$ cat src/rtl/alu_issue_if.sv
// Bundle between the ID stage, the ALU issue register and the EX consumer.
// The master drives ops and consumes results; the slave is the issue stage.
interface alu_issue_if #(
    parameter int DATA_W = 32,
    parameter int IMM_W  = 16,
    parameter int CNT_W  = 16
);
    logic              flush;
    logic              in_valid;
    logic              in_ready;
    logic [1:0]        alu_op;
    logic [5:0]        funct;
    logic              alu_src;
    logic [DATA_W-1:0] rs_data;
    logic [DATA_W-1:0] rt_data;
    logic [IMM_W-1:0]  imm16;
    logic [4:0]        rd_addr;
    logic              reg_write;
    logic              out_valid;
    logic              out_ready;
    logic [3:0]        alu_ctl;
    logic [DATA_W-1:0] op_a;
    logic [DATA_W-1:0] op_b;
    logic [4:0]        out_rd;
    logic              out_reg_write;
    logic              illegal;
    logic [CNT_W-1:0]  issue_cnt;

    modport master (
        output flush, in_valid, alu_op, funct, alu_src, rs_data, rt_data, imm16,
               rd_addr, reg_write, out_ready,
        input  in_ready, out_valid, alu_ctl, op_a, op_b, out_rd, out_reg_write,
               illegal, issue_cnt
    );

    modport slave (
        input  flush, in_valid, alu_op, funct, alu_src, rs_data, rt_data, imm16,
               rd_addr, reg_write, out_ready,
        output in_ready, out_valid, alu_ctl, op_a, op_b, out_rd, out_reg_write,
               illegal, issue_cnt
    );
endinterface

$ cat src/rtl/alu_issue_stage.sv
// ID/EX issue register for the 32-bit MIPS ALU: decodes ALU control, selects and
// extends operand B, and holds the op behind a valid/ready handshake.
module alu_issue_stage #(
    parameter int         DATA_W      = 32,
    parameter int         IMM_W       = 16,
    parameter logic [3:0] ILLEGAL_CTL = 4'd15,
    parameter int         CNT_W       = 16
) (
    input logic        clk,
    input logic        rst_n,
    alu_issue_if.slave bus
);

    typedef struct packed {
        logic       ill;
        logic [3:0] ctl;
    } dec_t;

    function automatic dec_t decode(input logic [1:0] op, input logic [5:0] fn);
        dec_t d;
        d.ill = 1'b0;
        d.ctl = 4'd0;
        case (op)
            2'b00: d.ctl = 4'd2;
            2'b01: d.ctl = 4'd6;
            2'b11: d.ctl = 4'd1;
            default: begin
                case (fn)
                    6'h20:   d.ctl = 4'd2;
                    6'h22:   d.ctl = 4'd6;
                    6'h24:   d.ctl = 4'd0;
                    6'h25:   d.ctl = 4'd1;
                    6'h2A:   d.ctl = 4'd7;
                    6'h27:   d.ctl = 4'd12;
                    default: begin
                        d.ctl = ILLEGAL_CTL;
                        d.ill = 1'b1;
                    end
                endcase
            end
        endcase
        return d;
    endfunction

    // ori zero-extends; every other immediate form sign-extends
    function automatic logic signed [DATA_W-1:0] extend_imm(input logic [IMM_W-1:0] imm,
                                                            input logic zext);
        logic fill;
        fill = zext ? 1'b0 : imm[IMM_W-1];
        return {{(DATA_W-IMM_W){fill}}, imm};
    endfunction

    dec_t                     dec_p0;
    logic signed [DATA_W-1:0] b_p0;
    logic                     load;
    logic                     fire;

    always_comb begin
        dec_p0 = decode(bus.alu_op, bus.funct);
        b_p0   = bus.rt_data;
        if (bus.alu_src && bus.alu_op != 2'b10)
            b_p0 = extend_imm(bus.imm16, bus.alu_op == 2'b11);
    end

    // ---- p0 (decode) / p1 (issue register) boundary ----
    logic                     vld_p1;
    logic [3:0]               ctl_p1;
    logic signed [DATA_W-1:0] a_p1;
    logic signed [DATA_W-1:0] b_p1;
    logic [4:0]               rd_p1;
    logic                     rw_p1;
    logic                     ill_p1;
    logic [CNT_W-1:0]         cnt_p1;

    assign bus.in_ready = !bus.flush && (!vld_p1 || bus.out_ready);
    assign load         = bus.in_valid && bus.in_ready;
    assign fire         = vld_p1 && bus.out_ready;

    always_ff @(posedge clk or negedge rst_n) begin
        if (!rst_n) begin
            vld_p1 <= 1'b0;
            ctl_p1 <= 4'd0;
            a_p1   <= '0;
            b_p1   <= '0;
            rd_p1  <= 5'd0;
            rw_p1  <= 1'b0;
            ill_p1 <= 1'b0;
            cnt_p1 <= '0;
        end else begin
            if (fire)
                cnt_p1 <= cnt_p1 + CNT_W'(1);
            // flush wins; load is already blocked by in_ready during a flush
            if (bus.flush) begin
                vld_p1 <= 1'b0;
            end else if (load) begin
                vld_p1 <= 1'b1;
                ctl_p1 <= dec_p0.ctl;
                a_p1   <= bus.rs_data;
                b_p1   <= b_p0;
                rd_p1  <= bus.rd_addr;
                rw_p1  <= bus.reg_write && !dec_p0.ill;
                ill_p1 <= dec_p0.ill;
            end else if (fire) begin
                vld_p1 <= 1'b0;
            end
        end
    end

    assign bus.out_valid     = vld_p1;
    assign bus.alu_ctl       = ctl_p1;
    assign bus.op_a          = a_p1;
    assign bus.op_b          = b_p1;
    assign bus.out_rd        = rd_p1;
    assign bus.out_reg_write = rw_p1;
    assign bus.illegal       = ill_p1;
    assign bus.issue_cnt     = cnt_p1;

endmodule
$ cat src/flat_wrapper.sv
// flat-port wrapper written by rule: the top's interface ports become plain ports
module alu_issue_stage_flat 
#(
    parameter int         DATA_W      = 32,
    parameter int         IMM_W       = 16,
    parameter logic [3:0] ILLEGAL_CTL = 4'd15,
    parameter int         CNT_W       = 16
)
  (clk, rst_n, bus_flush, bus_in_valid, bus_alu_op, bus_funct, bus_alu_src, bus_rs_data, bus_rt_data, bus_imm16, bus_rd_addr, bus_reg_write, bus_out_ready, bus_in_ready, bus_out_valid, bus_alu_ctl, bus_op_a, bus_op_b, bus_out_rd, bus_out_reg_write, bus_illegal, bus_issue_cnt);
  alu_issue_if #(.DATA_W(DATA_W), .IMM_W(IMM_W), .CNT_W(CNT_W)) bus_i ();
  input logic clk;
  input logic rst_n;
  input wire logic [$bits(bus_i.flush)-1:0] bus_flush;
  input wire logic [$bits(bus_i.in_valid)-1:0] bus_in_valid;
  input wire logic [$bits(bus_i.alu_op)-1:0] bus_alu_op;
  input wire logic [$bits(bus_i.funct)-1:0] bus_funct;
  input wire logic [$bits(bus_i.alu_src)-1:0] bus_alu_src;
  input wire logic [$bits(bus_i.rs_data)-1:0] bus_rs_data;
  input wire logic [$bits(bus_i.rt_data)-1:0] bus_rt_data;
  input wire logic [$bits(bus_i.imm16)-1:0] bus_imm16;
  input wire logic [$bits(bus_i.rd_addr)-1:0] bus_rd_addr;
  input wire logic [$bits(bus_i.reg_write)-1:0] bus_reg_write;
  input wire logic [$bits(bus_i.out_ready)-1:0] bus_out_ready;
  output wire logic [$bits(bus_i.in_ready)-1:0] bus_in_ready;
  output wire logic [$bits(bus_i.out_valid)-1:0] bus_out_valid;
  output wire logic [$bits(bus_i.alu_ctl)-1:0] bus_alu_ctl;
  output wire logic [$bits(bus_i.op_a)-1:0] bus_op_a;
  output wire logic [$bits(bus_i.op_b)-1:0] bus_op_b;
  output wire logic [$bits(bus_i.out_rd)-1:0] bus_out_rd;
  output wire logic [$bits(bus_i.out_reg_write)-1:0] bus_out_reg_write;
  output wire logic [$bits(bus_i.illegal)-1:0] bus_illegal;
  output wire logic [$bits(bus_i.issue_cnt)-1:0] bus_issue_cnt;
  assign bus_i.flush = bus_flush;
  assign bus_i.in_valid = bus_in_valid;
  assign bus_i.alu_op = bus_alu_op;
  assign bus_i.funct = bus_funct;
  assign bus_i.alu_src = bus_alu_src;
  assign bus_i.rs_data = bus_rs_data;
  assign bus_i.rt_data = bus_rt_data;
  assign bus_i.imm16 = bus_imm16;
  assign bus_i.rd_addr = bus_rd_addr;
  assign bus_i.reg_write = bus_reg_write;
  assign bus_i.out_ready = bus_out_ready;
  assign bus_in_ready = bus_i.in_ready;
  assign bus_out_valid = bus_i.out_valid;
  assign bus_alu_ctl = bus_i.alu_ctl;
  assign bus_op_a = bus_i.op_a;
  assign bus_op_b = bus_i.op_b;
  assign bus_out_rd = bus_i.out_rd;
  assign bus_out_reg_write = bus_i.out_reg_write;
  assign bus_illegal = bus_i.illegal;
  assign bus_issue_cnt = bus_i.issue_cnt;
  alu_issue_stage #(.DATA_W(DATA_W), .IMM_W(IMM_W), .ILLEGAL_CTL(ILLEGAL_CTL), .CNT_W(CNT_W)) u_core (.clk(clk), .rst_n(rst_n), .bus(bus_i));
endmodule
$ cat config.mk
export PLATFORM = sky130hd
export DESIGN_NAME = alu_issue_stage_flat
export DESIGN_NICKNAME = d
export VERILOG_FILES = /design/src/rtl/alu_issue_if.sv /design/src/rtl/alu_issue_stage.sv /design/src/flat_wrapper.sv
export SDC_FILE = /design/constraint.sdc
export NUM_CORES = 1
export LEC_CHECK = 0
export BUFFER_PORTS_ARGS = -buffer_cell sky130_fd_sc_hd__clkbuf_2
export CORE_ASPECT_RATIO = 0.8
export CORE_MARGIN = 3
export CORE_UTILIZATION = 35
export CTS_BUF_LIST = sky130_fd_sc_hd__clkbuf_16
export DETAILED_ROUTE_END_ITERATION = 16
export GPL_TIMING_DRIVEN = 1
export PLACE_DENSITY = 0.7
export SLEW_MARGIN = 20
export SYNTH_ARGS = -nofsm -noshare
export SYNTH_HDL_FRONTEND = slang
export SYNTH_SLANG_ARGS = --single-unit
$ cat constraint.sdc
create_clock -name clk -period 1.8 [get_ports clk]
set_clock_uncertainty 0.15 [all_clocks]
set_input_delay 0.27 -clock clk [delete_from_list [all_inputs] [get_ports clk]]
set_output_delay 0.27 -clock clk [all_outputs]
set_load 0.01 [all_outputs]
# Word-level counts from Yosys, hierarchy flattened
# Index checks and enable logic that the tools add are counted.
[op_classes]
n_addsub = 1
n_mul = 0
n_div = 0
n_lt_le_gt_ge = 0
eq_ne = 9
shifts = 0
n_mux = 9
bitwise = 1
reduce_logical = 14
[ops]
columns = ["cell", "n"]
rows = [
  ["$eq A6 B6 Y1 const B", 6],
  ["$mux W32", 1],
  ["$pmux W4 S6", 1],
  ["$add A16 B1 Y16 const B", 1],
  ["$pmux W4 S3", 1],
  ["$mux W1", 6],
  ["$reduce_or A6 Y1", 1],
  ["$logic_and A1 B1 Y1", 5],
  ["$logic_not A1 Y1", 3],
  ["$reduce_bool A3 Y1", 1],
  ["$reduce_or A3 Y1", 1],
  ["$eq A2 B1 Y1 const B", 1],
  ["$eq A2 B2 Y1 const B", 1],
  ["$logic_not A2 Y1", 1],
  ["$ne A2 B2 Y1 const B", 1],
  ["$reduce_and A2 Y1", 1],
  ["$logic_or A1 B1 Y1", 1],
  ["$not A1 Y1", 1],
]
[word_totals]
regBits = 92
latch_bits = 0
ram_bits = 0
mem_bits_ro = 0
in_bits = 100
output_inout_bits = 93
word_cells = 42
mem_count = 0

# Depth between registers and ports, before layout
[logic_depth]
word_depth = 6
ltp_mapped = 6
ltp_nobuf = 5

# Worst setup path before layout
# Ideal clock, no wire load.
[synth_path]
path_kind = "flip-flop to flip-flop"
from = "reg u_core.vld_p1, in the netlist u_core.bus.out_valid"
to = "reg u_core.a_p1[24], in the netlist u_core.bus.op_a[24]"
setup_ns = 0.125
t_arrival_ns = 1.398
t_required_ns = 1.525
path_slack_ns = 0.127
stages_incl_launch_ff = 6
path_buffers = 2
period_less_slack_ns = 1.673
cell_sequence = "dfrtp_1 -> nor2b_4 -> nor3b_4 -> buf_6 -> buf_6 -> mux2_2"
[synth_between]
elab_chain_len = 5
[synth_lines]
columns = ["element", "line", "rtl"]
rows = [
  ["start: declaration", "alu_issue_stage.sv:66", "logic vld_p1;"],
  ["start signal: assignment", "alu_issue_stage.sv:81", "vld_p1 <= 1'b0;"],
  ["start signal: assignment", "alu_issue_stage.sv:94", "vld_p1 <= 1'b0;"],
  ["start signal: assignment", "alu_issue_stage.sv:96", "vld_p1 <= 1'b1;"],
  ["$logic_not A1 Y1", "alu_issue_stage.sv:75", "assign bus.in_ready = !bus.flush && (!vld_p1 || bus.out_ready);"],
  ["$logic_or A1 B1 Y1", "alu_issue_stage.sv:75", ""],
  ["$logic_and A1 B1 Y1", "alu_issue_stage.sv:75", ""],
  ["$logic_and A1 B1 Y1", "alu_issue_stage.sv:76", "assign load = bus.in_valid && bus.in_ready;"],
  ["$reduce_and A2 Y1 (no line)", "n/a", ""],
  ["end signal: assignment", "alu_issue_stage.sv:98", "a_p1 <= bus.rs_data;"],
  ["end: declaration", "alu_issue_stage.sv:68", "logic signed [DATA_W-1:0] a_p1;"],
]
# Every way passes these cells.
# A chain may end at the register's enable or synchronous reset.

# Worst setup path in the final report
[layout_path]
from = "reg u_core.vld_p1, in the netlist u_core.bus.out_valid"
to = "reg u_core.a_p1[28], in the netlist u_core.bus.op_a[28]"
# Same word-level chain as after synthesis.

==> reports/metrics.cfg <==
[global_route]
grt_usage = 0.147
grt_antenna_before_repair = 0
grt_pass1_vias = 3019
gr-total-overflow = 0
grt_pass1_wl_mm = 14.3
grt_max_degree = 93

[critical_path]
rr_endpoint = u_core.bus.op_a[28]$_DFFE_PN0P_
crit_arrival_ns = 1.80
r2r_slack_ns = 0.06
worstPathRequired_ns = 1.86
critical_path.max_fanout = 39
startpoint_type = flop
criticalPathCategory = flop to flop
end_kind = flop
ff2ff_path_depth = 5
worstReg2RegStart = u_core.bus.out_valid$_DFFE_PN0P_

[clocking]
cts_tree = done
clk_pin_slew_ns = 0.06
cts_root_buf = clkbuf_16
insertion_delay_ns = 0.33
clockBufferDepth = 2
htree_levels = 3
clock_sinks = 92
cts_buffers = 9

[synth]
synth-edff-count = 0
synthTopCellsByCount = dfrtp_1, a21oi_1, mux2_2, nor2_1, mux2i_1
syn_nets = 422
synth_cell_types = 31
syn-cell-area_um2 = 3890
async_flop_share = 1.00
synthTopCellsByArea = dfrtp_1, mux2_2, a21oi_1
ys_warn_count = 0
yosysSeqAreaShare = 0.592
synthCells = 321
synth_top_area_frac = 0.592
synth-seq-cells = 92
ys.flop_type = dfrtp_1
synth_most_common_cell = dfrtp_1
synth_top_area_cell = dfrtp_1
avgSynthCellArea_um2 = 12.1

[sta]
slew_violations = 0
fin_crit_sh = 0.965
rsz0062_at_grt = true
relSlewSlack = 0.620
fmax_ghz = 0.576
holdWs_ns = 0.0127
finalSetupViolCount = 0
fin_crit_ns = 1.74
hold_viol = 0
worst_slew_pin_slew_ns = 0.571

[drt]
drc = 0
routedWlPerCell_um = 14.4
firstDrtPassIters = 4
dr.first_iter.drc_count = 86
wirelength_mm = 9.54
post_drt_via_cell_ratio = 4.63
ant_nets = 0
via_count = 3063

[outcome]
status = completed

[finish]
finalNonFillerCells = 661
design_area_um2 = 5350
n_antenna_cell = 0
nets = 618
layout-drive-gt1-share = 0.495
area_delta_synth_final_pct = 37.4

[placement]
dpl.cell_count = 641
portBuffers = 192
placed_area_um2 = 5010
gp_congestion = 0.721
place_hpwl_mm = 7.08

[job]
maxCapViolCount = 0

[floorplan]
initial_core_util = 0.370
rows = 33
io_pins = 193
die_w_um = 124
fp.dieArea_um2 = 12400
coreArea_um2 = 10500
dieHeight_um = 100

[pwr]
max-vdd-ir-drop_uv = 541
p_per_area_nw_per_um2 = 1050
p_leak_nw = 2.72

[hold_path]
worstHoldEndpoint = u_core.bus.out_reg_write$_DFFE_PN0P_
holdPathStages = 3
hp-class = primary input to flop
holdCritStartpoint = bus_reg_write

stage by stage:
stage	setup TNS [ns]	worst slack, ns	util	power, W
after global routing	-0.110	-0.0244	0.508	0.00597
after CTS	0	0.0686	0.503	0.00571
after detailed placement	0	0.0806	0.476	0.00391
after floorplan	0	0.127	-	0.00327
final	0	0.0624	0.508	0.00563
after global placement	0	0.150	0.476	0.00386
cells by family after synthesis:
logic type      after synthesis  share of synthesized area
flops                        92                      0.592
mux                          58                      0.162
xor+xnor                     16                     0.0360
simple gates                 71                     0.0881
buf+inv                      24                     0.0392
compound gates               59                     0.0794
fa+ha+maj                     1                    0.00321
cells in the final DEF, fill, tap and decap left out, types with 2 or more instances in the layout:
cell / instances
nand4_1: 4
xnor2_1: 12
nor2b_1: 2
nand3_1: 5
a31oi_1: 2
inv_1: 9
clkbuf_2: 191
dfrtp_1: 92
clkbuf_16: 10
buf_4: 5
nor2_1: 41
o21ai_0: 2
and3_1: 5
nand2_1: 8
mux2i_1: 17
a21oi_1: 51
buf_12: 4
xor2_1: 4
mux2_2: 41
flip-flops by register name, indices dropped and copies added (netlist names):
signal                    count
u_core.bus.op_a              32
u_core.bus.op_b              32
u_core.bus.issue_cnt         16
u_core.bus.out_rd             5
u_core.bus.alu_ctl            4
u_core.bus.illegal            1
u_core.bus.out_reg_write      1
u_core.bus.out_valid          1
how the worst max path moves through the flow:
stage | from | cells past startpoint | slack, ns | endpoint
3_3_place_gp | u_core.bus.out_valid$_DFFE_PN0P_ | 4 | 0.15 | u_core.bus.op_a[26]$_DFFE_PN0P_
4_1_cts | u_core.bus.out_valid$_DFFE_PN0P_ | 6 | 0.07 | u_core.bus.op_b[15]$_DFFE_PN0P_
3_5_place_dp | u_core.bus.out_valid$_DFFE_PN0P_ | 6 | 0.08 | u_core.bus.op_b[15]$_DFFE_PN0P_
2_1_floorplan | u_core.bus.out_valid$_DFFE_PN0P_ | 5 | 0.13 | u_core.bus.op_a[24]$_DFFE_PN0P_
5_1_grt | u_core.bus.out_valid$_DFFE_PN0P_ | 5 | -0.02 | u_core.bus.op_a[28]$_DFFE_PN0P_
6_report | u_core.bus.out_valid$_DFFE_PN0P_ | 5 | 0.06 | u_core.bus.op_a[28]$_DFFE_PN0P_
power breakdown:
group | switching (W) | leakage (nW) | internal (W) | total [W]
Sequential | 0.000215 | 1.09 | 0.00241 | 0.00262
Clock | 0.000715 | 0.146 | 0.00105 | 0.00176
Combinational | 0.000630 | 1.49 | 0.000613 | 0.00124
worst max-delay path, stage by stage, from the launching register on:
cell     delay (ns)
dfrtp_1        0.38
nor2b_4        0.14
nor3b_4        0.22
buf_4          0.16
buf_12         0.19
mux2_2         0.36
per-layer routing:
layer	wire length, um	GRT usage	part of all wire	up-vias
met4	74	0.0409	0.0078	0
met2	4390	0.245	0.46	135
met1	3950	0.171	0.41	1426
li1	-	-	-	1493
met5	0	0	0	-
met3	1130	0.0654	0.12	9
area by class of cell:
| class | instances | area, um^2 |
|---|---|---|
| clock buffers | 9 | 225 |
| clock inverters | 6 | 50.0 |
| fillers | 936 | 5180 |
| inverters | 6 | 22.5 |
| multi-input cells | 205 | 1440 |
| flip-flops and latches | 92 | 2300 |
| well taps | 140 | 175 |
| repair buffers | 203 | 1140 |
repair_timing:
action / CTS / global route
endpoints found under the setup margin: 0 / 20
hold buffers: 1 / 0
gates resized for setup: 0 / 1
setup buffers: 0 / 3
hold endpoints to repair: 92 / 0
Power figures use the tool's default switching activity.
